### src/rtl/fire_sensor_conditioner_pkg.sv
// rtl/fire_sensor_conditioner_pkg.sv - shared state encoding and helpers for the flame-sensor front end
package fire_sensor_conditioner_pkg;

  typedef enum logic [1:0] {
    FS_SAFE         = 2'd0,
    FS_PEND         = 2'd1,
    FS_ALARM        = 2'd2,
    FS_RELEASE_WAIT = 2'd3
  } fs_state_e;

  // LED blink half-period is 2^LED_DIV_W clocks while waiting for ack.
  localparam int LED_DIV_W = 12;

  function automatic logic [7:0] sat_inc8(input logic [7:0] v);
    return (v == 8'hFF) ? v : v + 8'd1;
  endfunction

endpackage

### src/rtl/fire_sensor_conditioner_sync_2ff.sv
// rtl/fire_sensor_conditioner_sync_2ff.sv - two-flop synchroniser for a single asynchronous plant input
module sync_2ff #(
  parameter logic RESET_VAL = 1'b0
) (
  input  logic clk,
  input  logic rst_n,
  input  logic d,
  output logic q
);

  logic meta;

  always_ff @(posedge clk) begin
    if (!rst_n) begin
      meta <= RESET_VAL;
      q    <= RESET_VAL;
    end else begin
      meta <= d;
      q    <= meta;
    end
  end

endmodule

### src/rtl/fire_sensor_conditioner.sv
// rtl/fire_sensor_conditioner.sv - debounces and latches the flame sensor into the active-low fire_n alarm
module fire_sensor_conditioner
  import fire_sensor_conditioner_pkg::*;
#(
  parameter int DEBOUNCE_CYCLES   = 50000,
  parameter bit SENSOR_ACTIVE_LOW = 1'b1,
  parameter bit ACK_REQUIRED      = 1'b1
) (
  input  logic       clk,
  input  logic       rst_n,
  input  logic       sensor_raw,
  input  logic       ack,
  output logic       fire_n,
  output logic       alarm_led,
  output logic [7:0] fire_count,
  output logic [1:0] state_dbg
);

  localparam int            CW       = $clog2(DEBOUNCE_CYCLES + 1);
  localparam logic [CW-1:0] CNT_LAST = CW'(DEBOUNCE_CYCLES - 1);
  localparam logic [CW-1:0] CNT_ONE  = CW'(1);

  fs_state_e            state, state_next;
  logic [CW-1:0]        cnt, cnt_next;
  logic                 synced, act, count_inc, led_next, blink_wrap;
  logic [LED_DIV_W-1:0] blink;

  // Flops idle at the no-flame level so reset never looks like a detection.
  sync_2ff #(.RESET_VAL(SENSOR_ACTIVE_LOW)) u_sync (
    .clk  (clk),
    .rst_n(rst_n),
    .d    (sensor_raw),
    .q    (synced)
  );

  assign act        = synced ^ SENSOR_ACTIVE_LOW;
  assign blink_wrap = (state == FS_RELEASE_WAIT) && (&blink);

  always_comb begin
    state_next = state;
    cnt_next   = cnt;
    count_inc  = 1'b0;
    case (state)
      FS_SAFE: begin
        if (act) begin
          state_next = FS_PEND;
          cnt_next   = CNT_ONE;
        end
      end
      FS_PEND: begin
        if (!act) begin
          state_next = FS_SAFE;
          cnt_next   = '0;
        end else if (cnt == CNT_LAST) begin
          state_next = FS_ALARM;
          cnt_next   = '0;
          count_inc  = 1'b1;
        end else begin
          cnt_next = cnt + CNT_ONE;
        end
      end
      FS_ALARM: begin
        if (act) begin
          cnt_next = '0;
        end else if (cnt == CNT_LAST) begin
          state_next = ACK_REQUIRED ? FS_RELEASE_WAIT : FS_SAFE;
          cnt_next   = '0;
        end else begin
          cnt_next = cnt + CNT_ONE;
        end
      end
      FS_RELEASE_WAIT: begin
        // Flame re-detection outranks a simultaneous ack.
        if (act) begin
          state_next = FS_ALARM;
          cnt_next   = '0;
        end else if (ack) begin
          state_next = FS_SAFE;
          cnt_next   = '0;
        end
      end
      default: begin
        state_next = FS_SAFE;
        cnt_next   = '0;
      end
    endcase
  end

  always_comb begin
    led_next = 1'b0;
    case (state_next)
      FS_ALARM:        led_next = 1'b1;
      FS_RELEASE_WAIT: led_next = alarm_led ^ blink_wrap;
      default:         led_next = 1'b0;
    endcase
  end

  always_ff @(posedge clk) begin
    if (!rst_n) begin
      state      <= FS_SAFE;
      cnt        <= '0;
      fire_n     <= 1'b1;
      alarm_led  <= 1'b0;
      fire_count <= 8'd0;
      blink      <= '0;
    end else begin
      state     <= state_next;
      cnt       <= cnt_next;
      fire_n    <= !((state_next == FS_ALARM) || (state_next == FS_RELEASE_WAIT));
      alarm_led <= led_next;
      if (count_inc) begin
        fire_count <= sat_inc8(fire_count);
      end
      blink <= (state == FS_RELEASE_WAIT) ? blink + LED_DIV_W'(1) : '0;
    end
  end

  assign state_dbg = state;

endmodule

### config.mk
export PLATFORM = sky130hd
export DESIGN_NAME = fire_sensor_conditioner
export DESIGN_NICKNAME = d
export VERILOG_FILES = /design/src/rtl/fire_sensor_conditioner_pkg.sv /design/src/rtl/fire_sensor_conditioner_sync_2ff.sv /design/src/rtl/fire_sensor_conditioner.sv
export SDC_FILE = /design/constraint.sdc
export NUM_CORES = 1
export LEC_CHECK = 0
export CAP_MARGIN = 30
export CELL_PAD_IN_SITES_DETAIL_PLACEMENT = 0
export CELL_PAD_IN_SITES_GLOBAL_PLACEMENT = 1
export CORE_UTILIZATION = 43
export CTS_CLUSTER_DIAMETER = 150
export DETAILED_ROUTE_END_ITERATION = 12
export PLACE_DENSITY = 0.84
export SYNTH_ARGS = -nofsm -noshare
export SYNTH_HDL_FRONTEND = slang
export SYNTH_HIERARCHICAL = 1
export SYNTH_SLANG_ARGS = --single-unit
export TNS_END_PERCENT = 1
### constraint.sdc
create_clock -name clk -period 2.94 [get_ports clk]
set_input_delay 0.441 -clock clk [delete_from_list [all_inputs] [get_ports clk]]
set_output_delay 0.441 -clock clk [all_outputs]
set_load 0.05 [all_outputs]
Yosys cells after proc, flatten, opt, wreduce, memory -nomap -nowiden. Cells that the tools add are included.

Bitwise operators: 2. Add/sub/neg operators: 3. Mux-type cells: 19. Equality and inequality tests: 9. Reductions and logical operators: 8.

Operators with widths (number): $mux W16 (6); $pmux W16 S4 (1); $add A16 B1 Y16 const B (1); $eq A16 B16 Y1 const B (1); $mux W2 (7); $add A12 B1 Y12 const B (1); $reduce_and A12 Y1 (1); $add A8 B1 Y8 const B (1); $eq A2 B2 Y1 const B (4); $eq A8 B8 Y1 const B (1); $pmux W2 S4 (1); $reduce_and A2 Y1 (3); $mux W1 (3); $ne A3 B3 Y1 const B (1); $eq A2 B1 Y1 const B (1); $logic_not A2 Y1 (1); $ne A2 B2 Y1 const B (1); $pmux W1 S2 (1); $logic_and A1 B1 Y1 (1); $logic_not A1 Y1 (1); $logic_or A1 B1 Y1 (1); $not A1 Y1 (1); $xor A1 B1 Y1 (1).

Word-level logic and storage cells: 49. Bits of input ports: 4. Bits in registers: 42. Output and inout port bits: 12.

Depth between registers and ports, before layout. Gate-level depths: netlist (run 1).

Word-level depth: 7. Mapped depth: 7. Mapped depth without buffers: 6.

Hierarchy. Netlist (run 1), hierarchy kept.

Modules (own cells, without submodules): fire_sensor_conditioner (sequential area each 800.8 sq um, area an instance 1919.3 sq um, instances 1, cells each 229); sync_2ff (sequential area each 40.0 sq um, area an instance 52.6 sq um, instances 1, cells each 4).

Worst setup path after synthesis (run 1). No wires, ideal clock.

Kind: flip-flop to flip-flop. Start: reg state[1] (netlist: state_dbg[1]). End: reg cnt[12]. Stages on the path, launching flop included: 7. Path buffers: 1. Arrival time: 2.223 ns. Required time: 2.812 ns. Library setup time: 0.128 ns. Clock period less this slack: 2.351 ns. Slack: 0.589 ns. Cell sequence: dfxtp_1 buf_2 nor2_1 a2111oi_1 nand3_1 xor2_1 nor2_1.

Word-level cells in the longest chain between the ends: 3. Elaborated cells between the ends (all ways): 8. Classes of those cells: 5 x eq/ne; 1 x mux; 2 x reduce/logical.

Ends and longest elaborated chain: from (decl) (line fire_sensor_conditioner.sv:23) `fs_state_e state, state_next;`; from (signal assigned) (line fire_sensor_conditioner.sv:107) `state <= state_next;`; $eq A2 B2 Y1 or $logic_not A2 Y1 (tied branches) (line fire_sensor_conditioner.sv:43) `case (state)`; $ne A3 B3 Y1 (no source line) or $ne A2 B2 Y1 (tied branches); $reduce_and A2 Y1 (no source line); to (signal assigned) (line fire_sensor_conditioner.sv:108) `cnt <= cnt_next;`; to (decl) (line fire_sensor_conditioner.sv:24) `logic [CW-1:0] cnt, cnt_next;`.

Parallel ways exist; a longest one is shown, timed or not. A chain may end at the register's enable or synchronous reset.

Worst setup path in the final report (run 1).
Start: reg cnt[4]. End: reg cnt[4].

Word-level cells in the longest chain between the ends: 4. Elaborated cells between the ends (all ways): 6. Classes of those cells: 1 x add/sub; 1 x eq/ne; 4 x mux.

Ends and longest elaborated chain (line): $add A16 B1 Y16 or $eq A16 B16 Y1 (tied branches); $mux W16 (*) (fire_sensor_conditioner.sv:54, fire_sensor_conditioner.sv:65); $mux W16, on equally long branches (fire_sensor_conditioner.sv:63, fire_sensor_conditioner.sv:51); $pmux W16 S4 (*) (fire_sensor_conditioner.sv:43).

Every way passes the cells marked *; elsewhere a longest branch is shown, timed or not.

==> results of run 1 <==
-- state kept, by name, indices dropped and copies added (netlist names) --
signal       cells
alarm_led        1
blink           12
cnt             16
fire_count       8
fire_n           1
state_dbg        2
u_sync/meta      1
u_sync/q         1
-- how the worst max path moves through the flow --
stage	end	cells after the start	slack, ps	start
finish	cnt[4]$_SDFFE_PN0P_	5	640	cnt[4]$_SDFFE_PN0P_
global placement	cnt[12]$_SDFFE_PN0P_	5	680	cnt[4]$_SDFFE_PN0P_
floorplan	cnt[12]$_SDFFE_PN0P_	6	590	state_dbg[1]$_SDFF_PN0_
detailed placement	cnt[5]$_SDFFE_PN0P_	5	660	cnt[4]$_SDFFE_PN0P_
CTS	state_dbg[1]	1	640	state_dbg[1]$_SDFF_PN0_
global route	cnt[15]$_SDFFE_PN0P_	5	550	cnt[4]$_SDFFE_PN0P_
-- power breakdown --
group          switching [mW]  leakage, nW  internal, mW
registers             0.00354        0.339         0.571
clock network           0.206       0.0683         0.340
logic                  0.0177        0.369        0.0106
-- per-stage QoR --
step,std cells,power [mW],setup slack (ps)
final,303,1.15,639
after CTS,303,1.16,645
after detailed placement,295,0.616,658
after floorplan,233,0.604,589
after global routing,303,1.19,554
after global placement,295,0.616,680
-- layer usage --
layer | vias to the layer above | part of all wire, %
met5 | - | 0
met4 | 0 | 1.5
met3 | 5 | 3.2
met2 | 23 | 45
met1 | 755 | 50
li1 | 851 | -
-- cell usage in the layout, fill, tap and decap left out, drive strengths merged, types with 6 or more instances in the layout --
master         count
a21oi              6
dfxtp             42
nand3             16
nand2b             9
o21ai              6
xnor2             10
nand2             25
xor2              11
nor4               8
inv                6
nand4              6
clkdlybuf4s50     15
nor2              36
-- cells by family after synthesis --
logic type | synth area share, %
simple gates | 33.2
flops | 42.6
compound gates | 7.49
xor+xnor | 9.33
buf+inv | 2.92
mux | 2.54
fa+ha+maj | 1.90
-- cell type report --
type                    count  area share (%)
clock inverters             3            2.99
clock buffers               5            2.99
repair buffers             17            7.17
well taps                  52            2.82
multi-input cells         178            46.6
flip-flops and latches     42            36.5
inverters                   6           0.977
==> metrics.yaml, run 1 <==
critical_path:
  cp_max_fo: 10
  regToRegEndpoint: "cnt[4]$_SDFFE_PN0P_"
  slowest_stage: "or4_1"
  end_kind: "flop"
  setup.worst_path.class: "reg -> reg"
  worstSetupStartpointType: "flop"
  cpLargestDelayFamily: "simple AND/OR/NAND/NOR gates"
  reg2reg_depth: 5
  crit_chain: "or4_1 > or4_4 > and2_1 > o21ai_2 > nor2_1"
  rrSetupSlack_ps: 640
  worst_ep_arrival_time_ps: 2480
  max_stage_delay_ps: 560
  cp_data_required_time_ps: 3120
  rr_startpoint: "cnt[4]$_SDFFE_PN0P_"
  worst-path-buf-inv: 0
synthesis:
  async_reset_ff_share_pct: 0
  synth_top_area_cell: "dfxtp_1"
  synth_seq_cells: 42
  yosysWarnings: 6
  syn_area_per_cell_sq_um: 8.46
  yosysUniqueCellTypes: 41
  syn_inst: 233
  synth_edf_count: 0
  syn_area_sq_um: 1970
  seq_area_frac_synth_pct: 42.6
  post-synth-top-count-cell: "dfxtp_1"
  yosys-top-cells-area: "dfxtp_1 (43%), nor2_1 (6.9%), xor2_1 (4.9%)"
  syn_nets: 240
  ys.flop_type: "dfxtp_1"
  yosys-top-cells-count: "dfxtp_1 (42), nor2_1 (36), nand2_1 (25), nand3_1 (16), xor2_1 (11)"
  synth.top_cell.area_share_pct: 42.6
global_route:
  gr-usage-met2_pct: 26.8
  grt.total_usage_pct: 17.2
  grt_pass1_wl_mm: 6.76
  grtUsageMet1_pct: 23.0
  grt_util_met3_pct: 4.80
  first_global_vias: 1517
  grt_overflow: 0
  grt_max_degree: 15
  top_usage_layer: "met2"
  antenna_found_initial: 0
timing:
  slew_headroom_pct: 55.4
  fmax_ghz: 0.435
  fin_crit_ps: 2300
  hold_ws_ps: 423
  hold_viol: 0
  rsz0062_at_grt: "false"
  setup_tns_ps: 0
  period_share_pct: 78.3
  drv_slew: 0
  setup_viol: 0
  skew_ps: 6.10
  worst-slew-pin-transition_ps: 663
layout:
  fillers: 430
  fin_area_sq_um: 2300
  drive_gt1_share_pct: 5.58
  antennaDiodeCount: 0
  syn2layout_area_growth_pct: 16.9
  final_core_util_pct: 52.6
  final_net_count: 257
  multiInputGateArea_sq_um: 1070
  ff_latch_area_sq_um: 841
clocking:
  worstSkewPairLatency_ps: 300
  cts_sinks: 42
  cts_resized: 0
  hold_buffers: 0
  cts_tree: "built"
  post_cts_buffers: 0
  cts_root_buf: "clkbuf_8"
  htree_levels: 2
  clock_path_buffers: 2
  numCtsBuffers: 5
  clk_pin_slew_worst_paths_ps: 80
worst_hold_path:
  hp-start: "u_sync/meta$_SDFF_PN1_"
  min_path_cells: 1
  hp-class: "reg -> reg"
  worstHoldEndpoint: "u_sync/q$_SDFF_PN1_"
route:
  ant_nets: 0
  drc: 0
  routed_via_density: 5.39
  wirelength_mm: 3.91
  drt-pass1-iter-count: 4
  first_iter_violations: 85
  vias: 1634
  avgRoutedWirePerCell_microns: 12.9
power:
  powerDensity_nw_per_um2: 499
  p_leak_nw: 0.776
  ir_worst_vdd_uv: 386
place:
  dpl_cell_area_sq_um: 2170
  dp_hpwl_mm: 2.73
  port_buffers: 15
  gp_congestion: 0.801
floorplan:
  rows: 24
  dieWidth_microns: 69.7
  fp.dieH_microns: 69.7
  dieArea_sq_um: 4860
  start_util_pct: 45.0
  fp.coreArea_sq_um: 4380
  ioPinCount: 16
outcome:
  outcome: "completed"
flow_run:
  drv_cap: 0
Note: power is estimated with default switching activity, not from simulation.
==> inputs of run 2 (changes only) <==
--- a/config.mk
+++ b/config.mk
@@ -8,10 +8,10 @@
 export CAP_MARGIN = 30
 export CELL_PAD_IN_SITES_DETAIL_PLACEMENT = 0
 export CELL_PAD_IN_SITES_GLOBAL_PLACEMENT = 1
-export CORE_UTILIZATION = 43
+export CORE_UTILIZATION = 39
 export CTS_CLUSTER_DIAMETER = 150
 export DETAILED_ROUTE_END_ITERATION = 12
-export PLACE_DENSITY = 0.84
+export PLACE_DENSITY = 0.81
 export SYNTH_ARGS = -nofsm -noshare
 export SYNTH_HDL_FRONTEND = slang
 export SYNTH_HIERARCHICAL = 1
==> constraint.sdc (replaced) <==
create_clock -name clk -period 1.9 [get_ports clk]
set_input_delay 0.285 -clock clk [delete_from_list [all_inputs] [get_ports clk]]
set_output_delay 0.285 -clock clk [all_outputs]
set_load 0.05 [all_outputs]
==> metrics.yaml, run 2 (synthesis gave the netlist of run 1 again) <==
place:
  port_buffers: 15  # unchanged
  dp_hpwl_mm: 3.14  # +15%
  dpl.cell_count: 336  # +14%
  gp_congestion: 0.794  # -0.96%
  dp_slack_ps: -139  # -797 ps
  dpl_cell_area_sq_um: 2390  # +10%
critical_path:
  worstSetupStartpointType: "flop"
  cp_max_fo: 10  # unchanged
  end_kind: "flop"
  worst_ep_arrival_time_ps: 2190  # -290 ps
  reg2reg_depth: 5  # unchanged
  setup.worst_path.class: "reg -> reg"
  cp_data_required_time_ps: 2070  # -1050 ps
power:
  ir_worst_vdd_uv: 270  # -30%
  p_leak_nw: 0.894  # +15%
  swShare_pct: 22.0  # +2.2 points
  pwr-share-comb_pct: 3.7  # +1.2 points
  p_int_mw: 1.15  # +25%
  seqPwrFrac_pct: 60.0  # +10 points
  power_mw: 1.48  # +29%
  clockPowerShare_pct: 36.3  # -11 points
  switchingPower_uw: 326  # +43%
  powerDensity_nw_per_um2: 592  # +19%
timing:
  fmax_ghz: 0.496  # +14%
  slew_headroom_pct: 66.6  # +11 points
  worst-slew-pin-transition_ps: 500  # -163 ps
  drv_slew: 0  # unchanged
  setup_viol: 21  # +21
  skew_ps: 4.82  # -1.28 ps
  fin_crit_ps: 2020  # -286 ps
  setup_slack_ps: -116  # -754 ps
  period_share_pct: 106  # +28 points
  hold_viol: 0  # unchanged
  rsz0062_at_grt: "true"
layout:
  largest_reg_flops: 16  # unchanged
  drive_gt1_share_pct: 18.8  # +13 points
  final_net_count: 283  # +10%
  final_common_cell: "dfxtp_1"
  layout_common_cells: "dfxtp_1 (39), nor2_1 (36), buf_4 (30)"
  syn2layout_area_growth_pct: 26.7
  fillers: 461  # +7.2%
  fin_area_sq_um: 2500  # +8.4%
  instances_no_fill: 343  # +13%
  antennaDiodeCount: 0  # unchanged
  final_core_util_pct: 52.2  # -0.39 points
  reg_top3: "cnt: 16 flops, blink: 12 flops, fire_count: 8 flops"
  regMostFlops: "cnt"
route:
  vias: 1678  # +2.7%
  highest_layer: "met4"
  routed_via_density: 4.89  # -9.3%
  met3_length_microns: 114  # -9.5%
  drt-pass1-iter-count: 4  # unchanged
  first_iter_violations: 58  # -32%
  avgRoutedWirePerCell_microns: 12.0  # -6.6%
  ant_nets: 0  # unchanged
  drc: 0  # unchanged
  wl_met2_mm: 1.87  # +6.5%
  wirelength_mm: 4.13  # +5.7%
  met1_length_mm: 2.10  # +6.7%
clocking:
  numCtsBuffers: 5  # unchanged
  cts_sinks: 42  # unchanged
  clock_path_buffers: 2  # unchanged
  cts_tree: "built"
  hold_buffers: 0  # unchanged
  clk_pin_slew_worst_paths_ps: 70  # about the same
  htree_levels: 2  # unchanged
  post_cts_buffers: 0  # unchanged
  cts_root_buf: "clkbuf_8"
  worstSkewPairLatency_ps: 290  # about the same
worst_hold_path:
  hp-class: "reg -> reg"
  min_path_cells: 1  # unchanged
global_route:
  grt_max_degree: 13  # -2
  grt_pass1_wl_mm: 7.16  # +5.9%
  first_global_vias: 1568  # +3.4%
  antenna_found_initial: 0  # unchanged
  grt.total_usage_pct: 17.2  # -0.025 points
  grt_overflow: 0  # unchanged
floorplan:
  start_util_pct: 41.2  # -3.8 points
  rows: 25  # +4.2%
  dieWidth_microns: 73.1  # +4.9%
  fp.coreArea_sq_um: 4790  # +9.2%
  fp.dieH_microns: 73.1  # +4.9%
  dieArea_sq_um: 5340  # +9.9%
  ioPinCount: 16  # unchanged
outcome:
  violations: "negative setup slack"
  outcome: "finished with violations"
flow_run:
  drv_cap: 0  # unchanged
-- run 2: cell types whose count changed in the layout (fill, tap and decap cells not counted), moves of 2 or more --
| cell | change |
|---|---|
| clkinv_2 | +2 |
| dfxtp_1 | -3 |
| bufinv_16 | -2 |
| clkdlybuf4s50_1 | -3 |
| buf_4 | +28 |
| dfxtp_2 | +3 |
-- run 2: layer usage --
metal	up-vias	track usage [%]
met3	6	4.14
met4	0	5.23
met1	751	23.1
met2	23	27.2
li1	898	-
met5	-	0
-- run 2: cell type report --
type / count / area (sq um) / share of cell area (%)
Sequential cell: 42 / 845 / 33.8
Tap cell: 67 / 83.8 / 3.36
Inverter: 6 / 22.5 / 0.902
Clock buffer: 5 / 68.8 / 2.76
Clock inverter: 2 / 10.0 / 0.401
Multi-Input combinational cell: 178 / 1110 / 44.5
Timing Repair Buffer: 43 / 357 / 14.3
-- run 2: repair_timing --
action                                  CTS  global route
pin swaps                                11             5
endpoints found under the setup margin   23            25
gates resized for setup                   1             5
-- run 2: stage by stage --
step                      setup TNS [ps]  hold WS (ps)
after detailed placement           -2170           396
after global placement             -1510           390
final                              -1620           410
after global routing               -3880           427
after floorplan                    -1590           358
after CTS                          -2520           414
-- run 2: worst paths after layout --
check,start,slack (ps),to
worst max register to register,cnt[13]$_SDFFE_PN0P_,-120,cnt[11]$_SDFFE_PN0P_
worst min register to register,u_sync/meta$_SDFF_PN1_,410,u_sync/q$_SDFF_PN1_
worst max-delay path,cnt[13]$_SDFFE_PN0P_,-120,cnt[11]$_SDFFE_PN0P_
worst min-delay path,u_sync/meta$_SDFF_PN1_,410,u_sync/q$_SDFF_PN1_
-- run 2: worst max-delay path: stages, from the launching register on --
cell	delay [ps]
dfxtp_2	320
or4bb_1	520
or4_4	530
and2_4	190
o21ai_4	260
nor2_1	90
-- run 2: power by group through the flow --
stage          logic, mW  clock network [mW]  registers (mW)
4_1_cts           0.0525               0.564           0.887
5_1_grt           0.0597               0.600           0.888
6_report          0.0542               0.538           0.888
3_5_place_dp      0.0523                   0           0.908
2_1_floorplan     0.0265                   0           0.910
3_3_place_gp      0.0527                   0           0.908
==> inputs of run 3 (changes only) <==
--- a/config.mk
+++ b/config.mk
@@ -12,6 +12,7 @@
 export CTS_CLUSTER_DIAMETER = 150
 export DETAILED_ROUTE_END_ITERATION = 12
 export PLACE_DENSITY = 0.81
+export SETUP_SLACK_MARGIN = 0.5
 export SYNTH_ARGS = -nofsm -noshare
 export SYNTH_HDL_FRONTEND = slang
 export SYNTH_HIERARCHICAL = 1
==> constraint.sdc (replaced) <==
create_clock -name clk -period 1.7 [get_ports clk]
set_input_delay 0.255 -clock clk [delete_from_list [all_inputs] [get_ports clk]]
set_output_delay 0.255 -clock clk [all_outputs]
set_load 0.05 [all_outputs]
==> metrics.yaml, run 3 (synthesis gave the netlist of run 1 again) <==
critical_path:
  cp_data_required_time_ps: 1880  # -190 ps
  rrSetupSlack_ps: -330  # -220 ps
  rr_startpoint: "cnt[5]$_SDFFE_PN0P_"
  cpLargestDelayFamily: "simple AND/OR/NAND/NOR gates"
  setup.worst_path.class: "reg -> reg"
  regToRegEndpoint: "fire_count[1]$_SDFFE_PN0P_"
  crit_chain: "or4bb_1 > or4_4 > nor4_4 > buf_4 > mux2i_1 > nor2_1"
  worstSetupStartpointType: "flop"
  slowest_stage: "or4_4"
  worst_ep_arrival_time_ps: 2220  # +30 ps
  cp_max_fo: 6  # -4
  max_stage_delay_ps: 520  # about the same
  crit_start: "cnt[5]$_SDFFE_PN0P_"
  reg2reg_depth: 6  # +1
  worst-path-buf-inv: 1  # +1
  end_kind: "flop"
timing:
  setup_tns_ps: -6830  # -5210 ps
  skew_ps: 9.95  # +5.13 ps
  worst-slew-pin-transition_ps: 375  # -125 ps
  rsz0062_at_grt: "true"
  setup_viol: 27  # +29%
  fmax_ghz: 0.492  # -0.86%
  period_share_pct: 120  # +14 points
  slew_headroom_pct: 74.8  # +8.2 points
  drv_slew: 0  # unchanged
  setup_slack_ps: -333  # -217 ps
  fin_crit_ps: 2030  # +17.4 ps
  hold_viol: 0  # unchanged
floorplan:
  start_util_pct: 41.2  # unchanged
  fp.dieH_microns: 73.1  # unchanged
  fp.coreArea_sq_um: 4790  # unchanged
  rows: 25  # unchanged
  dieWidth_microns: 73.1  # unchanged
  dieArea_sq_um: 5340  # unchanged
  ioPinCount: 16  # unchanged
layout:
  antennaDiodeCount: 0  # unchanged
  fillers: 443  # -3.9%
  instances_no_fill: 354  # +3.2%
  layout_common_cells: "buf_4 (44), dfxtp_1 (37), nor2_1 (35)"
  drive_gt1_share_pct: 25.8  # +6.9 points
  regMostFlops: "cnt"
  final_net_count: 293  # +3.5%
  final_core_util_pct: 54.3  # +2.1 points
  reg_top3: "cnt: 16 flops, blink: 12 flops, fire_count: 8 flops"
  syn2layout_area_growth_pct: 31.9
  fin_area_sq_um: 2600  # +4.1%
  final_common_cell: "buf_4"
  largest_reg_flops: 16  # unchanged
route:
  ant_nets: 0  # unchanged
  wirelength_mm: 4.43  # +7.1%
  routed_via_density: 5.05  # +3.1%
  first_iter_violations: 59  # +1.7%
  drt-pass1-iter-count: 4  # unchanged
  vias: 1786  # +6.4%
  avgRoutedWirePerCell_microns: 12.5  # +3.8%
  drc: 0  # unchanged
global_route:
  first_global_vias: 1630  # +4.0%
  antenna_found_initial: 0  # unchanged
  grt_overflow: 0  # unchanged
  grt_pass1_wl_mm: 7.50  # +4.8%
  grt_max_degree: 14  # +1
  grt.total_usage_pct: 18.5  # +1.3 points
worst_hold_path:
  hp-class: "reg -> reg"
  hp-start: "u_sync/meta$_SDFF_PN1_"
  min_path_cells: 1  # unchanged
  worstHoldEndpoint: "u_sync/q$_SDFF_PN1_"
clocking:
  cts_root_buf: "clkbuf_8"
  htree_levels: 2  # unchanged
  clk_pin_slew_worst_paths_ps: 80  # about the same
  clock_path_buffers: 2  # unchanged
  cts_tree: "built"
  numCtsBuffers: 5  # unchanged
  worstSkewPairLatency_ps: 300  # about the same
  cts_sinks: 42  # unchanged
power:
  swShare_pct: 22.3  # +0.25 points
  p_leak_nw: 0.965  # +8.0%
  powerDensity_nw_per_um2: 669  # +13%
  clockPowerShare_pct: 39.2  # +2.9 points
  p_int_mw: 1.35  # +17%
  seqPwrFrac_pct: 56.8  # -3.2 points
  switchingPower_uw: 388  # +19%
  pwr-share-comb_pct: 4.0  # +0.3 points
  ir_worst_vdd_uv: 351  # +30%
place:
  dpl_cell_area_sq_um: 2450  # +2.3%
  dpl.cell_count: 346  # +3.0%
  gp_congestion: 0.803  # +1.2%
  port_buffers: 15  # unchanged
  dp_hpwl_mm: 3.26  # +3.8%
outcome:
  outcome: "finished with violations"
  violations: "negative setup slack"
flow_run:
  drv_cap: 0  # unchanged
[run 3: layout make-up]
type,instances,area [sq um],share of cell area (%)
flip-flops and latches,42,850,32.7
clock inverters,1,8.76,0.337
repair buffers,53,422,16.2
well taps,67,83.8,3.22
clock buffers,7,86.3,3.32
multi-input cells,178,1130,43.4
inverters,6,22.5,0.866
[run 3: through the flow]
stage                     power [mW]  worst slack [ps]  hold WS [ps]
after floorplan                 1.05              -350           328
after global placement          1.08              -308           391
after detailed placement        1.08              -332           394
after CTS                       1.76              -338           414
after global routing            1.81              -434           437
final                           1.74              -333           409
[run 3: worst register-to-register path: cells and delay by family, from the launching register on]
family	cells	cell delay, ps
mux	1	190
simple gates	4	1230
flops	1	320
buf+inv	1	180
[run 3: repair_timing]
item / CTS / global route
setup endpoints to repair: 39 / 44
setup buffers: 0 / 0
resized for setup: 20 / 1
pin swaps: 15 / 0
hold buffers: 0 / 0
[run 3: worst max-delay path by stage]
stage / endpoint / slack [ps] / cells after the start
finish: fire_count[1]$_SDFFE_PN0P_ / -330 / 6
global route: fire_count[1]$_SDFFE_PN0P_ / -430 / 6
CTS: fire_count[1]$_SDFFE_PN0P_ / -340 / 6
detailed placement: fire_count[1]$_SDFFE_PN0P_ / -330 / 6
global placement: fire_count[3]$_SDFFE_PN0P_ / -310 / 6
floorplan: cnt[1]$_SDFFE_PN0P_ / -350 / 6
[run 3: power groups by stage]
stage | logic, mW | registers (mW) | clock network (mW)
after global placement | 0.0650 | 1.01 | 0
after floorplan | 0.0297 | 1.02 | 0
after detailed placement | 0.0658 | 1.01 | 0
final | 0.0688 | 0.989 | 0.683
after global routing | 0.0747 | 0.990 | 0.749
after CTS | 0.0691 | 0.989 | 0.703
[run 3: metal layers]
| metal | up-vias | global-route usage [%] | wire length [microns] |
|---|---|---|---|
| met4 | 0 | 7.19 | 68 |
| met1 | 816 | 23.3 | 2020 |
| met3 | 7 | 4.14 | 225 |
| li1 | 923 | - | - |
| met2 | 40 | 30.5 | 2110 |
| met5 | - | 0 | 0 |
